==> config.mk <==
export PLATFORM = sky130hd
export DESIGN_NAME = alu_issue
export DESIGN_NICKNAME = d
export VERILOG_FILES = /design/src/rtl/alu_issue.sv
export SDC_FILE = /design/constraint.sdc
export NUM_CORES = 1
export LEC_CHECK = 0
export ABC_AREA = 0
export BUFFER_PORTS_ARGS = -buffer_cell sky130_fd_sc_hd__buf_2
export CAP_MARGIN = 10
export CORE_UTILIZATION = 50
export DETAILED_ROUTE_END_ITERATION = 10
export GPL_ROUTABILITY_DRIVEN = 0
export PLACE_DENSITY = 0.75
export SLEW_MARGIN = 30
export SYNTH_ARGS = -nofsm -noshare
export SYNTH_HDL_FRONTEND = slang
export SYNTH_SLANG_ARGS = --single-unit
==> constraint.sdc <==
create_clock -name clk -period 9.2 [get_ports clk]
set_clock_uncertainty 0.05 [all_clocks]
set_input_delay 1.84 -clock clk [delete_from_list [all_inputs] [get_ports clk]]
set_output_delay 1.84 -clock clk [all_outputs]
set_load 0.05 [all_outputs]
==> src/rtl/alu_issue.sv <==
// Command front-end for the ALU: queues commands, issues one at a time onto
// registered ALU inputs, then captures the result for a valid/ready consumer.
module alu_issue #(
    parameter int WIDTH = 32,
    parameter int DEPTH = 2,
    parameter int TAGW  = 4
) (
    input  logic                     clk,
    input  logic                     rst_n,
    input  logic                     flush,
    input  logic                     cmd_valid,
    output logic                     cmd_ready,
    input  logic [2:0]               cmd_op,
    input  logic [WIDTH-1:0]         cmd_a,
    input  logic [WIDTH-1:0]         cmd_b,
    input  logic [TAGW-1:0]          cmd_tag,
    output logic [2:0]               alu_op,
    output logic [WIDTH-1:0]         alu_a,
    output logic [WIDTH-1:0]         alu_b,
    input  logic [WIDTH-1:0]         alu_result,
    output logic                     res_valid,
    input  logic                     res_ready,
    output logic [WIDTH-1:0]         res_data,
    output logic [TAGW-1:0]          res_tag,
    output logic                     res_zero,
    output logic                     res_illegal,
    output logic [$clog2(DEPTH):0]   fifo_count,
    output logic                     busy
);

    localparam int PW = $clog2(DEPTH);
    localparam int CW = PW + 1;
    localparam logic [2:0] OP_ILLEGAL = 3'b111;

    typedef enum logic [1:0] {
        IDLE = 2'd0,
        EXEC = 2'd1,
        DONE = 2'd2
    } state_e;

    typedef struct packed {
        logic [2:0]       op;
        logic [WIDTH-1:0] a;
        logic [WIDTH-1:0] b;
        logic [TAGW-1:0]  tag;
    } cmd_t;

    cmd_t            fifo_q [DEPTH];
    cmd_t            cmd_in;
    cmd_t            head;
    logic [PW-1:0]   wr_ptr_q, rd_ptr_q;
    logic [CW-1:0]   count_q;
    state_e          state_q, state_d;
    logic            push, pop, capture, fifo_empty;
    logic            res_valid_q, res_valid_d;

    logic [2:0]       alu_op_q;
    logic [WIDTH-1:0] alu_a_q, alu_b_q;
    logic [TAGW-1:0]  tag_q;
    logic [WIDTH-1:0] res_data_q;
    logic [TAGW-1:0]  res_tag_q;
    logic             res_zero_q, res_illegal_q;
    logic             cur_illegal;

    assign cmd_in     = '{op: cmd_op, a: cmd_a, b: cmd_b, tag: cmd_tag};
    assign head       = fifo_q[rd_ptr_q];
    assign fifo_empty = (count_q == '0);

    // Ready depends only on registered occupancy (and reset), never on the handshakes.
    assign cmd_ready  = rst_n & (count_q != CW'(DEPTH));
    assign push       = cmd_valid & cmd_ready & ~flush;

    // NOTE: combinational blocks assign every output a default first so no latch is inferred.
    always_comb begin
        state_d     = state_q;
        res_valid_d = res_valid_q;
        pop         = 1'b0;
        capture     = 1'b0;
        if (flush) begin
            state_d     = IDLE;
            res_valid_d = 1'b0;
        end else begin
            unique case (state_q)
                IDLE: begin
                    if (!fifo_empty) begin
                        pop     = 1'b1;
                        state_d = EXEC;
                    end
                end
                EXEC: begin
                    capture     = 1'b1;
                    res_valid_d = 1'b1;
                    state_d     = DONE;
                end
                DONE: begin
                    if (res_ready) begin
                        res_valid_d = 1'b0;
                        if (!fifo_empty) begin
                            pop     = 1'b1;
                            state_d = EXEC;
                        end else begin
                            state_d = IDLE;
                        end
                    end
                end
                default: state_d = IDLE;
            endcase
        end
    end

    // NOTE: state uses non-blocking assignments so every register samples pre-edge values.
    always_ff @(posedge clk or negedge rst_n) begin
        if (!rst_n) begin
            state_q     <= IDLE;
            res_valid_q <= 1'b0;
        end else begin
            state_q     <= state_d;
            res_valid_q <= res_valid_d;
        end
    end

    // NOTE: FIFO storage has no reset; only pointers and count define which entries are live.
    always_ff @(posedge clk) begin
        if (push) begin
            fifo_q[wr_ptr_q] <= cmd_in;
        end
    end

    always_ff @(posedge clk or negedge rst_n) begin
        if (!rst_n) begin
            wr_ptr_q <= '0;
            rd_ptr_q <= '0;
            count_q  <= '0;
        end else if (flush) begin
            wr_ptr_q <= '0;
            rd_ptr_q <= '0;
            count_q  <= '0;
        end else begin
            if (push) wr_ptr_q <= wr_ptr_q + PW'(1);
            if (pop)  rd_ptr_q <= rd_ptr_q + PW'(1);
            if (push && !pop)      count_q <= count_q + CW'(1);
            else if (!push && pop) count_q <= count_q - CW'(1);
        end
    end

    // ALU inputs change only on a pop, so they are stable throughout EXEC.
    always_ff @(posedge clk or negedge rst_n) begin
        if (!rst_n) begin
            alu_op_q <= '0;
            alu_a_q  <= '0;
            alu_b_q  <= '0;
            tag_q    <= '0;
        end else if (pop) begin
            alu_op_q <= head.op;
            alu_a_q  <= head.a;
            alu_b_q  <= head.b;
            tag_q    <= head.tag;
        end
    end

    assign cur_illegal = (alu_op_q == OP_ILLEGAL);

    always_ff @(posedge clk or negedge rst_n) begin
        if (!rst_n) begin
            res_data_q    <= '0;
            res_tag_q     <= '0;
            res_zero_q    <= 1'b0;
            res_illegal_q <= 1'b0;
        end else if (capture) begin
            res_data_q    <= cur_illegal ? '0 : alu_result;
            res_tag_q     <= tag_q;
            res_illegal_q <= cur_illegal;
            res_zero_q    <= cur_illegal | (alu_result == '0);
        end
    end

    assign alu_op      = alu_op_q;
    assign alu_a       = alu_a_q;
    assign alu_b       = alu_b_q;
    assign res_valid   = res_valid_q;
    assign res_data    = res_data_q;
    assign res_tag     = res_tag_q;
    assign res_zero    = res_zero_q;
    assign res_illegal = res_illegal_q;
    assign fifo_count  = count_q;
    assign busy        = (state_q != IDLE) | ~fifo_empty;

endmodule

Word-level counts from Yosys, hierarchy flattened
Memory sizes are Yosys's and may differ from the RTL's. A register that Yosys moved wholly into a read port is not among the register bits.
Cells that the tools add are included.
Operators by class
  $add $sub $neg: 4
  equality and inequality tests: 6
  muxes and demuxes: 24
  bitwise logic cells: 7
  reduce and logical (&&, ||, !) cells: 15
Operators with widths (count)
  32-bit zero test: 1
  32-bit 2-to-1 mux: 1
  1-bit 2-to-1 mux: 14
  2-bit 2-to-1 mux: 6
  3-bit != test, second input constant: 2
  2-bit case mux with 3 select lines: 1
  2-bit nonzero test: 3
  3-bit nonzero test: 2
  2-bit zero test: 2
  1-bit case mux with 2 select lines: 2
  2-bit AND reduction: 2
  1-bit AND: 3
  3-bit equality test, second input constant: 1
  1-bit zero test: 3
  1-bit adder, second input constant: 2
  2-bit by 1-bit adder with 2-bit output, second input constant: 1
  2-bit by 1-bit equality test with 1-bit output, second input constant: 1
  2-bit equality test, second input constant: 1
  1-bit logical AND: 2
  2-bit != test, second input constant: 1
  1-bit inverter: 2
  1-bit bitwise OR: 2
  2-bit by 1-bit subtractor with 2-bit output, second input constant: 1
Storage, ports and cells
  bits in registers: 45
  memory bits (writable): 142
  input port bits: 108
  output and inout bits: 110
  memories kept: 1
Memory list
  fifo_q: depth 2, width 71, rd ports 1, clocked after Yosys merged registers in 1, write ports 1, line 48  | cmd_t fifo_q [DEPTH];

Depth between registers and ports, before layout
Gate-level depths: netlist of the first run.
  depth after elaboration: 9
  gate-level depth with buffers: 5

Worst setup path after synthesis of the first run
Ideal clock, no wire load.
  path type: in2reg
  from: in rst_n
  to: mem fifo_q[0][0] (netlist name), enable pin
  library setup time: 0.501 ns
  arrival time: 5.772 ns
  slack: 2.877 ns
  stages on the path: 3
  buffers on the path: 0
  path through: nor2b_1 -> nand3b_1 -> nor2_1
On the way
  longest elaborated chain between the ends: 5
RTL lines
  start: declaration: line 9  | input logic rst_n,
  1-bit AND: line 70  | assign cmd_ready = rst_n & (count_q != CW'(DEPTH));
  1-bit AND (2 in series): line 71  | assign push = cmd_valid & cmd_ready & ~flush;
  1-bit 2-to-1 mux: line 124  | if (push) begin
  1-bit 2-to-1 mux (implied by the code): line 125  | fifo_q[wr_ptr_q] <= cmd_in;
  end: declaration: line 48
Every way passes these cells.

Worst setup path after layout of the first run
  from: in rst_n
  to: out cmd_ready
On the way
  longest elaborated chain between the ends: 1
RTL lines
  1-bit AND: line 70
  end: declaration: line 12  | output logic cmd_ready,
Every way passes these cells.

==> impl_metrics.xml, run 1 <==
<?xml version="1.0" encoding="UTF-8"?>
<metrics>
  <group name="run_status">
    <metric name="outcome" unit="">finished, violations left</metric>
    <metric name="failed_checks" unit="">design-rule violations</metric>
  </group>
  <group name="timing">
    <metric name="layout_setup_ws" unit="ns">4.36</metric>
    <metric name="final_max_slew_viol_count" unit="">0</metric>
    <metric name="timing.setup.tns" unit="ns">0</metric>
    <metric name="grt_setup_unrepaired" unit="">false</metric>
    <metric name="final-hold-violation-count" unit="">0</metric>
    <metric name="tightest_slew" unit="ns">0.925</metric>
    <metric name="period_minus_slack" unit="ns">4.84</metric>
    <metric name="setup_viol_count_final" unit="">0</metric>
    <metric name="timing.final.crit_share" unit="%">52.7</metric>
    <metric name="timing.slew.headroom" unit="%">38.3</metric>
    <metric name="highest_achievable_clock_rate" unit="MHz">206</metric>
  </group>
  <group name="critical_path">
    <metric name="critical_path_start_end_classification" unit="">in -&gt; out</metric>
    <metric name="critPathBufInv" unit="">2</metric>
    <metric name="crit_path_launch_type" unit="">input pin</metric>
    <metric name="regToRegSetupSlack" unit="ns">6.33</metric>
    <metric name="max_stage_delay" unit="ns">0.52</metric>
    <metric name="timing.critical_path.max_delay_family" unit="">buffers and inverters</metric>
    <metric name="timing.critical_path.fanout_max" unit="">53</metric>
    <metric name="critical_path_required" unit="ns">7.31</metric>
    <metric name="critical-path-slowest-cell" unit="">buf_4</metric>
    <metric name="crit_path_end_kind" unit="">primary output</metric>
    <metric name="cp_cell_sequence" unit="">buf_4 &gt; nor2b_1 &gt; buf_2</metric>
    <metric name="rr_startpoint" unit="">fifo_count[1]</metric>
    <metric name="worst-endpoint-arrival" unit="ns">2.95</metric>
    <metric name="setup.worst_path.start" unit="">rst_n</metric>
  </group>
  <group name="route">
    <metric name="detail_route.iter0.violations" unit="">249</metric>
    <metric name="dr_total_vias" unit="">5639</metric>
    <metric name="average_routed_wire_per_standard_cell" unit="um">18.0</metric>
    <metric name="avgViaCountPerCell" unit="">5.33</metric>
    <metric name="detail_route.drc_violations" unit="">40</metric>
    <metric name="first_pass_iters" unit="">7</metric>
    <metric name="total_wirelength_of_the_detailed_routed_design" unit="um">19100</metric>
    <metric name="drtAntennaViolNets" unit="">0</metric>
  </group>
  <group name="worst_hold_path">
    <metric name="hold_path.class" unit="">reg -&gt; reg</metric>
    <metric name="launch_point_of_the_worst_hold_path" unit="">res_data[4]</metric>
  </group>
  <group name="synth">
    <metric name="avg_inst_size_synth" unit="um2">15.8</metric>
    <metric name="yosysTopAreaCellShare" unit="%">45.8</metric>
    <metric name="synth.area.top_cells" unit="">edfxtp_1 (46%), dfrtp_1 (31%), mux2i_1 (7.6%)</metric>
    <metric name="post_synth_num_cell_types" unit="">33</metric>
    <metric name="synth_fp_nets" unit="">697</metric>
    <metric name="ys.warnings.count" unit="">0</metric>
    <metric name="post_synth_instance_area" unit="um2">9310</metric>
    <metric name="post_synth_inst_count" unit="">589</metric>
    <metric name="ys_seq_elements" unit="">258</metric>
    <metric name="synth.yosys.seq_area_share" unit="%">76.9</metric>
    <metric name="post-synth-top-area-cell" unit="">edfxtp_1</metric>
  </group>
  <group name="power">
    <metric name="pwr-share-clk" unit="%">32.1</metric>
    <metric name="power.density_cell_area" unit="nW/um2">283</metric>
    <metric name="power_frac_comb" unit="%">23.5</metric>
    <metric name="internal-power" unit="W">0.00217</metric>
    <metric name="total_switching_power" unit="W">0.00107</metric>
    <metric name="p_leak" unit="nW">4.56</metric>
    <metric name="swShare" unit="%">33.0</metric>
    <metric name="power.sequential.fraction" unit="%">44.4</metric>
    <metric name="power.ir.vdd_worst" unit="mV">0.162</metric>
  </group>
  <group name="global_routing">
    <metric name="grt_pass1_wl" unit="um">30400</metric>
    <metric name="grt_remaining_overflow" unit="">0</metric>
    <metric name="grt_max_degree" unit="">79</metric>
    <metric name="grt_pass1_vias" unit="">5876</metric>
    <metric name="antenna_found_initial" unit="">3</metric>
    <metric name="gr-usage-all-layers" unit="%">20.1</metric>
  </group>
  <group name="place">
    <metric name="detailedPlacementHpwl" unit="um">12500</metric>
    <metric name="placed_cell_area" unit="um2">10600</metric>
    <metric name="numPortBuffers" unit="">217</metric>
    <metric name="dpl_worst_slack" unit="ns">4.33</metric>
  </group>
  <group name="finish">
    <metric name="area.growth.synth_to_final" unit="%">22.9</metric>
    <metric name="design_area" unit="um2">11400</metric>
    <metric name="final_net_count" unit="">916</metric>
    <metric name="layout_commonest_cell" unit="">buf_2</metric>
    <metric name="final_layout_size_suffix_gt1_share" unit="%">32.6</metric>
    <metric name="num_antenna_cells" unit="">0</metric>
    <metric name="layout_common_cells" unit="">buf_2 (216), edfxtp_1 (142), dfrtp_1 (115)</metric>
  </group>
  <group name="clock_tree">
    <metric name="cts_num_sinks" unit="">258</metric>
    <metric name="postCtsHoldBufs" unit="">0</metric>
    <metric name="numCtsBuffers" unit="">26</metric>
    <metric name="ctsLongestPathBuffers" unit="">3</metric>
    <metric name="clk_pin_slew_worst_paths" unit="ns">0.05</metric>
    <metric name="post_cts_resized" unit="">0</metric>
    <metric name="tritoncts" unit="">yes</metric>
    <metric name="clock-root-buffer" unit="">clkbuf_16</metric>
    <metric name="post_cts.repair.setup_buffers" unit="">0</metric>
    <metric name="ctsHtreeMaxLevel" unit="">1</metric>
    <metric name="insertion_delay_of_the_later_clocked_pin_in_the_worst_skew_pair" unit="ns">0.52</metric>
  </group>
  <group name="floorplan">
    <metric name="floorplan.initialDensity" unit="%">51.5</metric>
    <metric name="die_area" unit="um2">19200</metric>
    <metric name="top_level_ports" unit="">218</metric>
    <metric name="core-area" unit="um2">18100</metric>
    <metric name="die_x" unit="um">138</metric>
    <metric name="dieHeight" unit="um">138</metric>
    <metric name="cell_row_count" unit="">49</metric>
  </group>
  <group name="run">
    <metric name="drv.max_cap_violation_count" unit="">0</metric>
  </group>
</metrics>
[worst register-to-register path: cells and delay by family, from the launching register on]
family	cells	cell delay, ns
buf+inv	1	0.63
flops	1	0.41
simple gates	4	1.35
[worst paths after layout]
| path | to | cells after the start |
|---|---|---|
| worst min-delay path | res_data[4] | 1 |
| worst min register to register | res_data[4] | 1 |
| min in group asynchronous | res_zero | 1 |
| worst max register to register | fifo_q[1][66] | 5 |
| max in group asynchronous | alu_a[20] | 2 |
| worst max-delay path | cmd_ready | 3 |
[layout make-up]
cell class                 instances  area [um2]
inverter                           4        15.0
multi-input combinational        295        1980
sequential                       258        7170
fill                            1331        6640
tap                              229         287
clock inverter                    11         141
clock buffer                      37         722
timing repair buffer             223        1140
[sequential cells by signal, summed over array words and instances, names as in the netlist]
register,count
alu_a,32
alu_b,32
alu_op,3
fifo_count,2
fifo_q,142
rd_ptr_q,1
res_data,32
res_illegal,1
res_tag,4
res_valid,1
res_zero,1
state_q,2
tag_q,4
wr_ptr_q,1
[synthesized netlist by cell type (all sizes together)]
| cell | number |
|---|---|
| a21oi | 76 |
| a221oi | 1 |
| a22o | 32 |
| a31oi | 2 |
| buf | 24 |
| clkbuf | 8 |
| dfrtp | 116 |
| edfxtp | 142 |
| inv | 4 |
| mux2 | 4 |
| mux2i | 71 |
| nand2 | 3 |
| nand2b | 2 |
| nand3b | 1 |
| nand4 | 2 |
| nor2 | 77 |
| nor2b | 4 |
| nor3 | 1 |
| nor3b | 1 |
| nor4 | 9 |
| o211ai | 2 |
| o21a | 1 |
| o21ai | 1 |
| o21bai | 1 |
| o22ai | 1 |
| or3 | 1 |
| or3b | 1 |
| xnor2 | 1 |
[power by group through the flow]
stage                     clock network, W  registers [W]  logic (W)
after CTS                          0.00106        0.00144   0.000767
after global placement                   0        0.00145   0.000750
after floorplan                          0        0.00186   0.000148
after global routing               0.00111        0.00145   0.000799
after detailed placement                 0        0.00146   0.000763
final                              0.00104        0.00144   0.000762
[stage by stage]
| stage | util (%) | power [W] | cells | hold slack (ns) |
|---|---|---|---|---|
| 2_1_floorplan | - | 0.00200 | 589 | 0.431 |
| 3_3_place_gp | 58.5 | 0.00220 | 1009 | 0.434 |
| 3_5_place_dp | 58.5 | 0.00222 | 1009 | 0.436 |
| 4_1_cts | 63.3 | 0.00327 | 1057 | 0.453 |
| 5_1_grt | 63.3 | 0.00336 | 1057 | 0.465 |
| 6_report | 63.3 | 0.00324 | 1057 | 0.447 |
[cell families after synthesis]
| logic type | Yosys count | synth area share, % |
|---|---|---|
| DFF | 258 | 76.9 |
| and+or+nand+nor | 102 | 4.93 |
| muxes | 75 | 8.11 |
| AOI/OAI and AO/OA | 117 | 7.93 |
| xor gates and xnor gates | 1 | 0.0941 |
| buffers and inverters | 36 | 1.99 |
[routing by layer]
metal / part of all wire [%] / GRT usage [%] / vias to the layer above
met2: 49 / 33.7 / 237
met5: 0.18 / 0 / -
met4: 3.1 / 7.27 / 6
li1: - / - / 2621
met1: 39 / 25.1 / 2728
met3: 8.6 / 5.65 / 47
(Power assumes the default switching activity.)
==> run 2, diff against run 1 <==
--- a/config.mk
+++ b/config.mk
@@ -5,7 +5,7 @@
 export SDC_FILE = /design/constraint.sdc
 export NUM_CORES = 1
 export LEC_CHECK = 0
-export ABC_AREA = 0
+export ABC_AREA = 1
 export BUFFER_PORTS_ARGS = -buffer_cell sky130_fd_sc_hd__buf_2
 export CAP_MARGIN = 10
 export CORE_UTILIZATION = 50
==> constraint.sdc (replaced) <==
create_clock -name clk -period 4.6 [get_ports clk]
set_clock_uncertainty 0.05 [all_clocks]
set_input_delay 0.92 -clock clk [delete_from_list [all_inputs] [get_ports clk]]
set_output_delay 0.92 -clock clk [all_outputs]
set_load 0.05 [all_outputs]
==> impl_metrics.xml, run 2 <==
<?xml version="1.0" encoding="UTF-8"?>
<metrics>
  <group name="run_status">
    <metric name="outcome" unit="">finished, final reports clean</metric>
  </group>
  <group name="synth">
    <metric name="synth-main-ff-cell" unit="">edfxtp_1</metric>
    <metric name="ys.warnings.count" unit="">0</metric>
    <metric name="yosysMostFrequentCell" unit="">nor2_1</metric>
    <metric name="ys_seq_elements" unit="">258</metric>
    <metric name="synth.yosys.seq_area_share" unit="%">75.7</metric>
    <metric name="synth_enable_flop_cells" unit="">142</metric>
    <metric name="synth.area.top_cells" unit="">edfxtp_1 (45%), dfrtp_1 (31%), nor2_1 (6.8%)</metric>
    <metric name="netlist_top_cells_count" unit="">nor2_1 (172), edfxtp_1 (142), dfrtp_1 (116)</metric>
    <metric name="yosysTopAreaCellShare" unit="%">45.1</metric>
    <metric name="avg_inst_size_synth" unit="um2">13.3</metric>
    <metric name="post-synth-top-area-cell" unit="">edfxtp_1</metric>
    <metric name="post_synth_num_cell_types" unit="">22</metric>
    <metric name="post_synth_instance_area" unit="um2">9460</metric>
    <metric name="post_synth_inst_count" unit="">709</metric>
    <metric name="synth_fp_nets" unit="">817</metric>
    <metric name="async_flop_share" unit="%">45.0</metric>
  </group>
  <group name="clock_tree">
    <metric name="post_cts_resized" unit="">0</metric>
    <metric name="cts_num_sinks" unit="">258</metric>
    <metric name="insertion_delay_of_the_later_clocked_pin_in_the_worst_skew_pair" unit="ns">0.52</metric>
    <metric name="ctsHtreeMaxLevel" unit="">1</metric>
    <metric name="numCtsBuffers" unit="">26</metric>
    <metric name="clk_pin_slew_worst_paths" unit="ns">0.06</metric>
    <metric name="postCtsHoldBufs" unit="">0</metric>
    <metric name="post_cts.repair.setup_buffers" unit="">0</metric>
    <metric name="tritoncts" unit="">yes</metric>
    <metric name="clock-root-buffer" unit="">clkbuf_16</metric>
    <metric name="ctsLongestPathBuffers" unit="">3</metric>
  </group>
  <group name="route">
    <metric name="first_pass_iters" unit="">4</metric>
    <metric name="detail_route.drc_violations" unit="">0</metric>
    <metric name="dr_total_vias" unit="">6126</metric>
    <metric name="total_wirelength_of_the_detailed_routed_design" unit="um">19300</metric>
    <metric name="drtAntennaViolNets" unit="">0</metric>
    <metric name="detail_route.iter0.violations" unit="">349</metric>
    <metric name="avgViaCountPerCell" unit="">5.20</metric>
    <metric name="average_routed_wire_per_standard_cell" unit="um">16.3</metric>
  </group>
  <group name="worst_hold_path">
    <metric name="hold_path.class" unit="">in -&gt; async</metric>
  </group>
  <group name="critical_path">
    <metric name="cp_cell_sequence" unit="">inv_1 &gt; nand2_1 &gt; nor2_1 &gt; nand2_1 &gt; buf_2</metric>
    <metric name="timing.critical_path.fanout_max" unit="">5</metric>
    <metric name="critPathBufInv" unit="">2</metric>
    <metric name="critical-path-slowest-cell" unit="">dfrtp_1</metric>
    <metric name="regToRegSetupSlack" unit="ns">2.20</metric>
    <metric name="critical_path_start_end_classification" unit="">reg -&gt; out</metric>
    <metric name="crit_path_launch_type" unit="">flip-flop</metric>
    <metric name="crit_path_end_kind" unit="">primary output</metric>
    <metric name="critical_path_s_most_frequent_cell" unit="">nand2_1</metric>
    <metric name="worst-endpoint-arrival" unit="ns">1.56</metric>
    <metric name="critical_path_required" unit="ns">3.63</metric>
    <metric name="timing.critical_path.max_delay_family" unit="">flip-flops</metric>
    <metric name="max_stage_delay" unit="ns">0.43</metric>
  </group>
  <group name="global_routing">
    <metric name="grt_remaining_overflow" unit="">0</metric>
    <metric name="grt_pass1_vias" unit="">5898</metric>
    <metric name="grt_max_degree" unit="">111</metric>
    <metric name="gr-usage-all-layers" unit="%">19.9</metric>
    <metric name="grt_pass1_wl" unit="um">30600</metric>
    <metric name="antenna_found_initial" unit="">5</metric>
  </group>
  <group name="timing">
    <metric name="highest_achievable_clock_rate" unit="MHz">395</metric>
    <metric name="tightest_slew" unit="ns">0.862</metric>
    <metric name="final_max_slew_viol_count" unit="">0</metric>
    <metric name="timing.slew.headroom" unit="%">42.5</metric>
    <metric name="final-hold-violation-count" unit="">0</metric>
    <metric name="timing.setup.tns" unit="ns">0</metric>
    <metric name="grt_setup_unrepaired" unit="">false</metric>
    <metric name="setup_viol_count_final" unit="">0</metric>
    <metric name="period_minus_slack" unit="ns">2.53</metric>
    <metric name="timing.final.crit_share" unit="%">55.0</metric>
  </group>
  <group name="floorplan">
    <metric name="cell_row_count" unit="">49</metric>
    <metric name="die_x" unit="um">140</metric>
    <metric name="core-area" unit="um2">18300</metric>
    <metric name="dieHeight" unit="um">140</metric>
    <metric name="top_level_ports" unit="">218</metric>
    <metric name="floorplan.initialDensity" unit="%">51.8</metric>
    <metric name="die_area" unit="um2">19500</metric>
  </group>
  <group name="finish">
    <metric name="largest_register" unit="">fifo_q</metric>
    <metric name="area.growth.synth_to_final" unit="%">22.6</metric>
    <metric name="layout_commonest_cell" unit="">buf_2</metric>
    <metric name="design_area" unit="um2">11600</metric>
    <metric name="largest_reg_flops" unit="">142</metric>
    <metric name="final_net_count" unit="">1033</metric>
    <metric name="layout_common_cells" unit="">buf_2 (216), nor2_1 (170), edfxtp_1 (142)</metric>
    <metric name="final_layout_size_suffix_gt1_share" unit="%">29.9</metric>
  </group>
  <group name="power">
    <metric name="power.ir.vdd_worst" unit="mV">0.464</metric>
    <metric name="p_leak" unit="nW">5.08</metric>
    <metric name="power.density_cell_area" unit="nW/um2">752</metric>
  </group>
  <group name="place">
    <metric name="numPortBuffers" unit="">217</metric>
    <metric name="placed_cell_area" unit="um2">10700</metric>
    <metric name="detailedPlacementHpwl" unit="um">12000</metric>
  </group>
  <group name="run">
    <metric name="drv.max_cap_violation_count" unit="">0</metric>
  </group>
</metrics>
[run 2: metal layers]
metal | wire [um] | part of all wire, % | vias to the layer above | track usage (%)
met3 | 1530 | 7.9 | 34 | 5.37
met5 | 11 | 0.057 | - | 0
met1 | 8290 | 43 | 2934 | 26.3
met2 | 9040 | 47 | 224 | 32.8
met4 | 384 | 2.0 | 2 | 5.21
li1 | - | - | 2932 | -
[run 2: worst paths after layout]
check | startpoint | to | depth (start not counted)
setup / recovery | fifo_count[0] | busy | 5
hold / removal | rst_n | tag_q[3] | 2
setup reg to reg | fifo_count[0] | fifo_q[0][49] | 7
hold reg to reg | res_tag[0] | res_tag[0] | 2
max in group asynchronous | rst_n | alu_b[8] | 2
min in group clk | res_tag[0] | res_tag[0] | 2
[run 2: layout make-up]
class | instances | area (um2)
sequential | 258 | 7170
fill | 1401 | 6670
multi-input combinational | 402 | 2050
timing repair buffer | 225 | 1200
clock buffer | 34 | 711
tap | 229 | 287
clock inverter | 14 | 130
inverter | 12 | 45.0
antenna | 4 | 10.0
[run 2: through the flow]
stage / std cells / hold slack, ns / power, W / setup WS [ns] / util, %
2_1_floorplan: 709 / 0.399 / 0.00590 / 1.06 / -
3_3_place_gp: 1125 / 0.400 / 0.00666 / 1.73 / 58.7
3_5_place_dp: 1125 / 0.406 / 0.00673 / 1.73 / 58.7
4_1_cts: 1173 / 0.428 / 0.00878 / 2.06 / 63.3
5_1_grt: 1175 / 0.380 / 0.00912 / 1.92 / 63.5
6_report: 1178 / 0.366 / 0.00872 / 2.07 / 63.5
[run 2: logic make-up (layout without fill, tap and decap cells)]
group / after synthesis / after routing / share of synthesized area (%)
AND/OR/NAND/NOR: 295 / 295 / 12.1
flip-flops: 258 / 258 / 75.7
AO/OA/AOI/OAI: 106 / 106 / 9.29
buffers and inverters: 49 / 285 / 2.80
XOR/XNOR: 1 / 1 / 0.0926
other: 0 / 4 / 0
[run 2: worst register-to-register path, stage by stage (launching register included)]
cell	delay (ns)
dfrtp_1	0.43
inv_1	0.08
nand2_1	0.11
nand2_1	0.08
nor2_1	0.19
nand2_1	0.14
nor2_4	0.58
buf_12	0.37
[run 2: power breakdown]
part | switching, W | internal [W] | total [W]
Combinational | 0.00260 | 0.000789 | 0.00339
Clock | 0.000841 | 0.00120 | 0.00204
Sequential | 0.000304 | 0.00299 | 0.00329
